**src/rtl/boid_update_seq.sv**
```systemverilog
`default_nettype none
// ============================================================================
// Module   : boid_update_seq
// Brief    : Frame sequencer for the boid update datapath. It loads each self
//            boid, scans all boids as neighbours, drains the pipeline, then
//            writes back. Optional macro: BOID_SEQ_SELF_SKIP_EN (do not
//            accumulate the self boid).
// Revision : 1.0 - initial release
// ============================================================================
module boid_update_seq #(
  parameter int N_BOIDS = 64,
  parameter int ADDR_W  = 10,
  parameter int WB_LAT  = 0
) (
  input  logic              clk,
  input  logic              reset,
  input  logic              start,
  output logic              busy,
  output logic              done,
  output logic              rd_en,
  output logic [ADDR_W-1:0] rd_addr,
  output logic              wr_en,
  output logic [ADDR_W-1:0] wr_addr,
  output logic              r_en_tot,
  output logic              r_en_itr,
  output logic [6:0]        wb_en
);

  typedef enum logic [2:0] {
    S_IDLE  = 3'd0,
    S_LOAD  = 3'd1,
    S_TOT   = 3'd2,
    S_SCAN  = 3'd3,
    S_DRAIN = 3'd4,
    S_WB    = 3'd5,
    S_DONE  = 3'd6
  } state_t;

  localparam logic [ADDR_W-1:0] c_last_idx = ADDR_W'(N_BOIDS - 1);
  localparam logic [ADDR_W-1:0] c_one      = ADDR_W'(1);
  localparam logic [2:0]        c_wb_last  = 3'(WB_LAT);

  state_t            state_q, state_d;
  logic [ADDR_W-1:0] i_q, i_d;
  logic [ADDR_W-1:0] j_q, j_d;
  logic [2:0]        wb_cnt_q, wb_cnt_d;
  logic              itr_q, itr_d;

  always_ff @(posedge clk) begin
    if (reset) begin
      state_q  <= S_IDLE;
      i_q      <= '0;
      j_q      <= '0;
      wb_cnt_q <= '0;
      itr_q    <= 1'b0;
    end else begin
      state_q  <= state_d;
      i_q      <= i_d;
      j_q      <= j_d;
      wb_cnt_q <= wb_cnt_d;
      itr_q    <= itr_d;
    end
  end

  always_comb begin
    state_d  = state_q;
    i_d      = i_q;
    j_d      = j_q;
    wb_cnt_d = wb_cnt_q;
    itr_d    = 1'b0;
    busy     = (state_q != S_IDLE);
    done     = 1'b0;
    rd_en    = 1'b0;
    rd_addr  = '0;
    wr_en    = 1'b0;
    wr_addr  = '0;
    r_en_tot = 1'b0;
    r_en_itr = itr_q;
    wb_en    = '0;

    case (state_q)
      S_IDLE: begin
        if (start) begin
          state_d = S_LOAD;
          i_d     = '0;
        end
      end
      S_LOAD: begin
        rd_en   = 1'b1;
        rd_addr = i_q;
        state_d = S_TOT;
      end
      S_TOT: begin
        r_en_tot = 1'b1;
        j_d      = '0;
        state_d  = S_SCAN;
      end
      S_SCAN: begin
        rd_en   = 1'b1;
        rd_addr = j_q;
`ifdef BOID_SEQ_SELF_SKIP_EN
        itr_d   = (j_q != i_q);
`else
        itr_d   = 1'b1;
`endif
        if (j_q == c_last_idx) begin
          j_d     = '0;
          state_d = S_DRAIN;
        end else begin
          j_d = j_q + c_one;
        end
      end
      S_DRAIN: begin
        wb_cnt_d = '0;
        state_d  = S_WB;
      end
      S_WB: begin
        wb_en[0] = 1'b1;
        // Stage k of the writeback pipe is enabled only in WB cycle k.
        for (int k = 1; k < 7; k++) begin
          if ((k <= WB_LAT) && (wb_cnt_q == 3'(k))) begin
            wb_en[k] = 1'b1;
          end
        end
        if (wb_cnt_q == c_wb_last) begin
          wr_en    = 1'b1;
          wr_addr  = i_q;
          wb_cnt_d = '0;
          if (i_q < c_last_idx) begin
            i_d     = i_q + c_one;
            state_d = S_LOAD;
          end else begin
            state_d = S_DONE;
          end
        end else begin
          wb_cnt_d = wb_cnt_q + 3'd1;
        end
      end
      S_DONE: begin
        done    = 1'b1;
        state_d = S_IDLE;
      end
      default: begin
        state_d = S_IDLE;
      end
    endcase
  end

endmodule
`default_nettype wire

```
**config.mk**
```make
export PLATFORM = sky130hd
export DESIGN_NAME = boid_update_seq
export DESIGN_NICKNAME = d
export VERILOG_FILES = /design/src/rtl/boid_update_seq.sv
export SDC_FILE = /design/constraint.sdc
export NUM_CORES = 1
export LEC_CHECK = 0
export CORE_MARGIN = 1.5
export CORE_UTILIZATION = 35
export DETAILED_ROUTE_END_ITERATION = 10
export SYNTH_ARGS = -nofsm -noshare
export SYNTH_HDL_FRONTEND = slang
export SYNTH_SLANG_ARGS = --single-unit
```
**constraint.sdc**
```tcl
create_clock -name clk -period 2.9 [get_ports clk]
set_input_delay 0.435 -clock clk [delete_from_list [all_inputs] [get_ports clk]]
set_output_delay 0.435 -clock clk [all_outputs]
set_load 0.02 [all_outputs]
```
==> flow_summary.ini, run 1 <==
[status]
status = complete, no violations

[drt]
first_pass_iters = 4
drc = 0
route.antenna.remaining_nets = 0
vias = 1480
drt_iter0_drc = 85
avgViaCountPerCell = 5.17
wl_per_cell_um = 14.0
drt_wl_total_mm = 4.02

[clocking]
htreeDepth = 1
cts_tree = built
postCtsSetupBuffers = 0
cts_made_buffers = 3
cts_buffer_depth = 2
cts-root-buf = clkbuf_8
insertion_delay_ps = 270
cts_resized = 0
clk_pin_slew_ps = 90
cts.sinks = 27
holdBufCountCts = 0

[run]
cap_viol_max_count = 0

[sta]
finalSetupViolCount = 0
finalHoldViolations = 0
grt_setup_unrepaired = no
max_freq_mhz = 374
timing.final.crit_period_ps = 2670
fin_crit_sh = 0.921
finClkSkew_ps = 3.13
report.final.slew_viol_count = 0
worst_pin_slew_ps = 529
hold-worst-slack_ps = 482
slew_headroom = 0.646
setup_tns_ps = 0

[floorplanning]
placementRows = 24
die_x_um = 71.9
initial_core_util = 0.374
die-area_mm2 = 0.00517
core_mm2 = 0.00444
die_y_um = 71.9
pin_count = 36

[setup_path]
slowest_delay_ps = 590
worstSetupPathType = register to primary output
cp_top_family = simple AND/OR/NAND/NOR gates
worst-path-buf-inv = 2
worst_ep_required_time_ps = 2470
cp-end-kind = primary output
cp-start-kind = register
crit_chain = inv_1 > ha_1 > nand2_4 > nor2_1 > and2_2 > clkdlybuf4s50_1
cp.arrival_ps = 2240
critPathMaxFanout = 11
worst-path-stages = 6
r2r_cells = 7
crit_slowest_cell = clkdlybuf4s50_1

[place]
dp.cells = 282
io_buffers = 29
hpwl_mm = 3.05
place.gp.congestion = 0.839

[logic_synthesis]
synth_ff_type = dfxtp_1
synth.distinct_cells = 51
synth-seq-cells = 27
postSynth.asyncResetShare = 0
yosysTopAreaCellShare = 0.326
synthesis.area_mm2 = 0.00166
yosysMostFrequentCell = nor2_1
synth_edf_count = 0
yosysTopAreaCell = dfxtp_1
yosys_warnings = 0
synth_area_per_cell_um2 = 8.06
postSynthCellCount = 206
yosys-top-cells-area = dfxtp_1 (33%), mux2i_1 (7.2%), nor2_1 (6.8%)
seq_area_frac_synth = 0.326
synth_common_cells = nor2_1 (30), dfxtp_1 (27), and2_1 (13), nand2_1 (13)

[power]
leakage_nw = 0.788
ir_drop_mv = 0.250
total_power_mw = 0.790
powerDensity_mw_per_mm2 = 389

[finish]
final_cells = 286
fill_cells = 450
layout.nets = 242
drive_gt1_frac = 0.0855
multi_input_area_mm2 = 0.00104
syn_to_final_growth_pct = 22.2
seq_area_um2 = 541
antenna_cells = 0

[global_route]
grt_use_total = 0.166
grt_max_degree = 21
grt_pass1_vias = 1439
antenna_found_initial = 0
grt_pass1_wl_mm = 6.87
overflow = 0

[worst_hold_path]
whs_path_depth = 2
min_path_type = register to register
==> final cells by class <==
cell class	count	share of cell area
tap	52	0.0321
sequential	27	0.267
timing repair buffer	32	0.154
multi-input combinational	165	0.514
clock buffer	4	0.0222
inverter	6	0.0111
==> layout by cell type, fill, tap and decap left out, drive strengths merged, types with 4 or more instances in the layout <==
master         instances
a21o                   4
a21oi                 12
and2                  14
clkbuf                 4
clkdlybuf4s50         29
conb                   6
dfxtp                 27
ha                     4
inv                    6
mux2i                 12
nand2                 14
nand2b                 6
nand3                 11
nor2                  30
nor2b                  5
nor3                   4
o21ai                 11
==> worst min-delay path, delay by kind of cell (launching register included) <==
family	cells	cell delay, ps
DFF	1	340
and+or+nand+nor	1	60
AOI/OAI and AO/OA	1	50
==> routing by layer <==
layer | wire length, µm | global-route usage | up-vias
met5 | 0 | 0 | -
met4 | 21 | 0.0314 | 0
met3 | 120 | 0.0309 | 2
met2 | 1910 | 0.285 | 28
met1 | 1960 | 0.219 | 693
li1 | - | - | 757
==> cell families (layout without fill, tap and decap cells) <==
| group | count (synthesis) | count (layout) | share of synthesized area |
|---|---|---|---|
| simple gates | 97 | 97 | 0.322 |
| flops | 27 | 27 | 0.326 |
| mux | 12 | 12 | 0.0723 |
| other cells | 1 | 6 | 0.00226 |
| xor+xnor | 3 | 3 | 0.0158 |
| fa+ha+maj | 4 | 4 | 0.0301 |
| compound gates | 43 | 43 | 0.174 |
| buf+inv | 19 | 42 | 0.0580 |
==> registers in the layout, indices dropped and copies added, names as in the netlist <==
| register | flops |
|---|---|
| j_q | 10 |
| state_q | 3 |
| i_q | 10 |
| wb_cnt_q | 3 |
| r_en_itr | 1 |
==> metrics by stage <==
step	utilization	instance area, µm²	setup WS (ps)
2_1_floorplan	-	1680	1080
3_3_place_gp	0.446	1980	574
3_5_place_dp	0.446	1980	528
4_1_cts	0.456	2030	212
5_1_grt	0.456	2030	36.5
6_report	0.456	2030	229
==> path summary, 6_finish.rpt <==
path                     from     endpoint  slack (ps)
setup / recovery  wb_cnt_q[0]   wr_addr[6]         230
hold / removal    wb_cnt_q[1]  wb_cnt_q[1]         480
setup reg to reg   state_q[1]       i_q[0]        1010
hold reg to reg   wb_cnt_q[1]  wb_cnt_q[1]         480
==> report_power, final <==
group | total, mW | internal [mW] | switching, mW
clock | 0.222 | 0.0986 | 0.123
sequential | 0.384 | 0.378 | 0.00537
combinational | 0.184 | 0.0696 | 0.115
total | 0.790 | 0.547 | 0.243
(Power assumes the default switching activity.)
==> inputs of run 2 (changes only) <==
--- a/config.mk
+++ b/config.mk
@@ -5,9 +5,12 @@
 export SDC_FILE = /design/constraint.sdc
 export NUM_CORES = 1
 export LEC_CHECK = 0
+export CORE_ASPECT_RATIO = 0.6
 export CORE_MARGIN = 1.5
 export CORE_UTILIZATION = 35
 export DETAILED_ROUTE_END_ITERATION = 10
+export HOLD_SLACK_MARGIN = 0.06
+export SKIP_LAST_GASP = 1
 export SYNTH_ARGS = -nofsm -noshare
 export SYNTH_HDL_FRONTEND = slang
 export SYNTH_SLANG_ARGS = --single-unit
==> run 2 against run 1 <==
Effect of this change:
- register-to-register slack about the same
- count of clock-buffer cells in the layout unchanged
- sequential share of layout area fell by 0.18 points
- largest power group unchanged
- highest routed layer unchanged
==> flow_summary.ini, run 2 (synthesis results as in run 1) <==
[finish]
fill_cells = 476
final_cell_mix = nor2_1 (30), clkdlybuf4s50_1 (29), dfxtp_1 (27)
antenna_cells = 0
syn_to_final_growth_pct = 23.0
final_common_cell = nor2_1
layout.nets = 242
reg_top3 = i_q (10), j_q (10)
fin_util = 0.447
drive_gt1_frac = 0.0855

[sta]
grt_setup_unrepaired = no
max_freq_mhz = 367
fin_crit_sh = 0.940
hold-worst-slack_ps = 489
slew_headroom = 0.619
timing.final.crit_period_ps = 2730
report.final.slew_viol_count = 0
finalHoldViolations = 0
setup_tns_ps = 0
worst_pin_slew_ps = 570
finalSetupViolCount = 0
finClkSkew_ps = 1.30

[power]
ir_drop_mv = 0.239
powerDensity_mw_per_mm2 = 388
leakage_nw = 0.788

[setup_path]
crit_chain = inv_1 > ha_1 > nand2_4 > nor2_1 > and2_2 > clkdlybuf4s50_1
cp-start-kind = register
r2r_cells = 6
worst-path-stages = 6
worst_ep_required_time_ps = 2470
critPathMaxFanout = 11
cp.arrival_ps = 2290
crit_path_end = wr_addr[6]
worst-path-buf-inv = 2
timing.rr.start = state_q[0]
slowest_delay_ps = 600
worstSetupPathType = register to primary output
reg2reg_slack_ps = 1020
cp_top_family = simple AND/OR/NAND/NOR gates
startpoint = wb_cnt_q[0]
crit_slowest_cell = clkdlybuf4s50_1
r2r-end = j_q[2]
cp-end-kind = primary output

[worst_hold_path]
min_path_type = register to register
whs_path_depth = 2

[clocking]
postCtsSetupBuffers = 0
cts-root-buf = clkbuf_8
htreeDepth = 1
cts_buffer_depth = 2
cts_resized = 0
clk_pin_slew_ps = 90
insertion_delay_ps = 280
cts_tree = built
holdBufCountCts = 0
cts_made_buffers = 3
cts.sinks = 27

[floorplanning]
placementRows = 19
die-area_mm2 = 0.00518
pin_count = 36
initial_core_util = 0.364
die_y_um = 56.4
die_x_um = 91.9
core_mm2 = 0.00456

[global_route]
overflow = 0
grt_use_total = 0.164
grt_pass1_wl_mm = 6.66
grt_pass1_vias = 1302
grt_max_degree = 21
antenna_found_initial = 0

[drt]
route.antenna.remaining_nets = 0
wl_per_cell_um = 13.6
drt_wl_total_mm = 4.05
drt_iter0_drc = 80
avgViaCountPerCell = 5.06
first_pass_iters = 4
drc = 0
vias = 1502

[place]
place.gp.congestion = 0.807
hpwl_mm = 3.09
io_buffers = 29

[run]
cap_viol_max_count = 0

[status]
status = complete, no violations
-- run 2: cell counts in the layout (fill, tap and decap cells not counted) --
No cell type changed its count.
-- run 2: metal layers --
metal,routed length (µm),global-route usage,part of all wire
met5,0,0,0
met4,19,0.0352,0.0047
met3,234,0.0420,0.058
met2,1550,0.220,0.38
met1,2240,0.257,0.55
-- run 2: worst min-delay path by stage --
stage	start	to	slack (ps)
finish	wb_cnt_q[1]	wb_cnt_q[1]	490
global placement	wb_cnt_q[1]	wb_cnt_q[1]	470
CTS	wb_cnt_q[1]	wb_cnt_q[1]	490
floorplan	wb_cnt_q[1]	wb_cnt_q[1]	450
detailed placement	wb_cnt_q[1]	wb_cnt_q[1]	480
global route	j_q[9]	j_q[9]	540
-- run 2: stage by stage --
stage                     std cells  cell area (µm²)  power [mW]  setup WS [ps]
after floorplan                 211             1680       0.529           1080
after global placement          293             2000       0.577            562
after detailed placement        293             2000       0.577            504
after CTS                       297             2040       0.801            179
after global routing            297             2040       0.830           21.1
final                           297             2040       0.793            174
-- run 2: where the power goes --
group / total (mW) / internal [mW] / switching [mW]
combinational: 0.186 / 0.0695 / 0.116
sequential: 0.384 / 0.378 / 0.00569
clock: 0.223 / 0.0989 / 0.124
-- run 2: tightest hold or removal path, delay by kind of cell (launching register included) --
| family | cells | cell delay (ps) |
|---|---|---|
| AOI/OAI and AO/OA | 1 | 50 |
| DFF | 1 | 340 |
| and+or+nand+nor | 1 | 60 |
-- run 2: cell type report --
class                           instances  area [µm²]  area share
Inverter                                6        22.5      0.0110
Sequential cell                        27         541       0.265
Tap cell                               63        78.8      0.0386
Multi-Input combinational cell        165        1040       0.510
Timing Repair Buffer                   32         313       0.153
Clock buffer                            4        45.0      0.0221
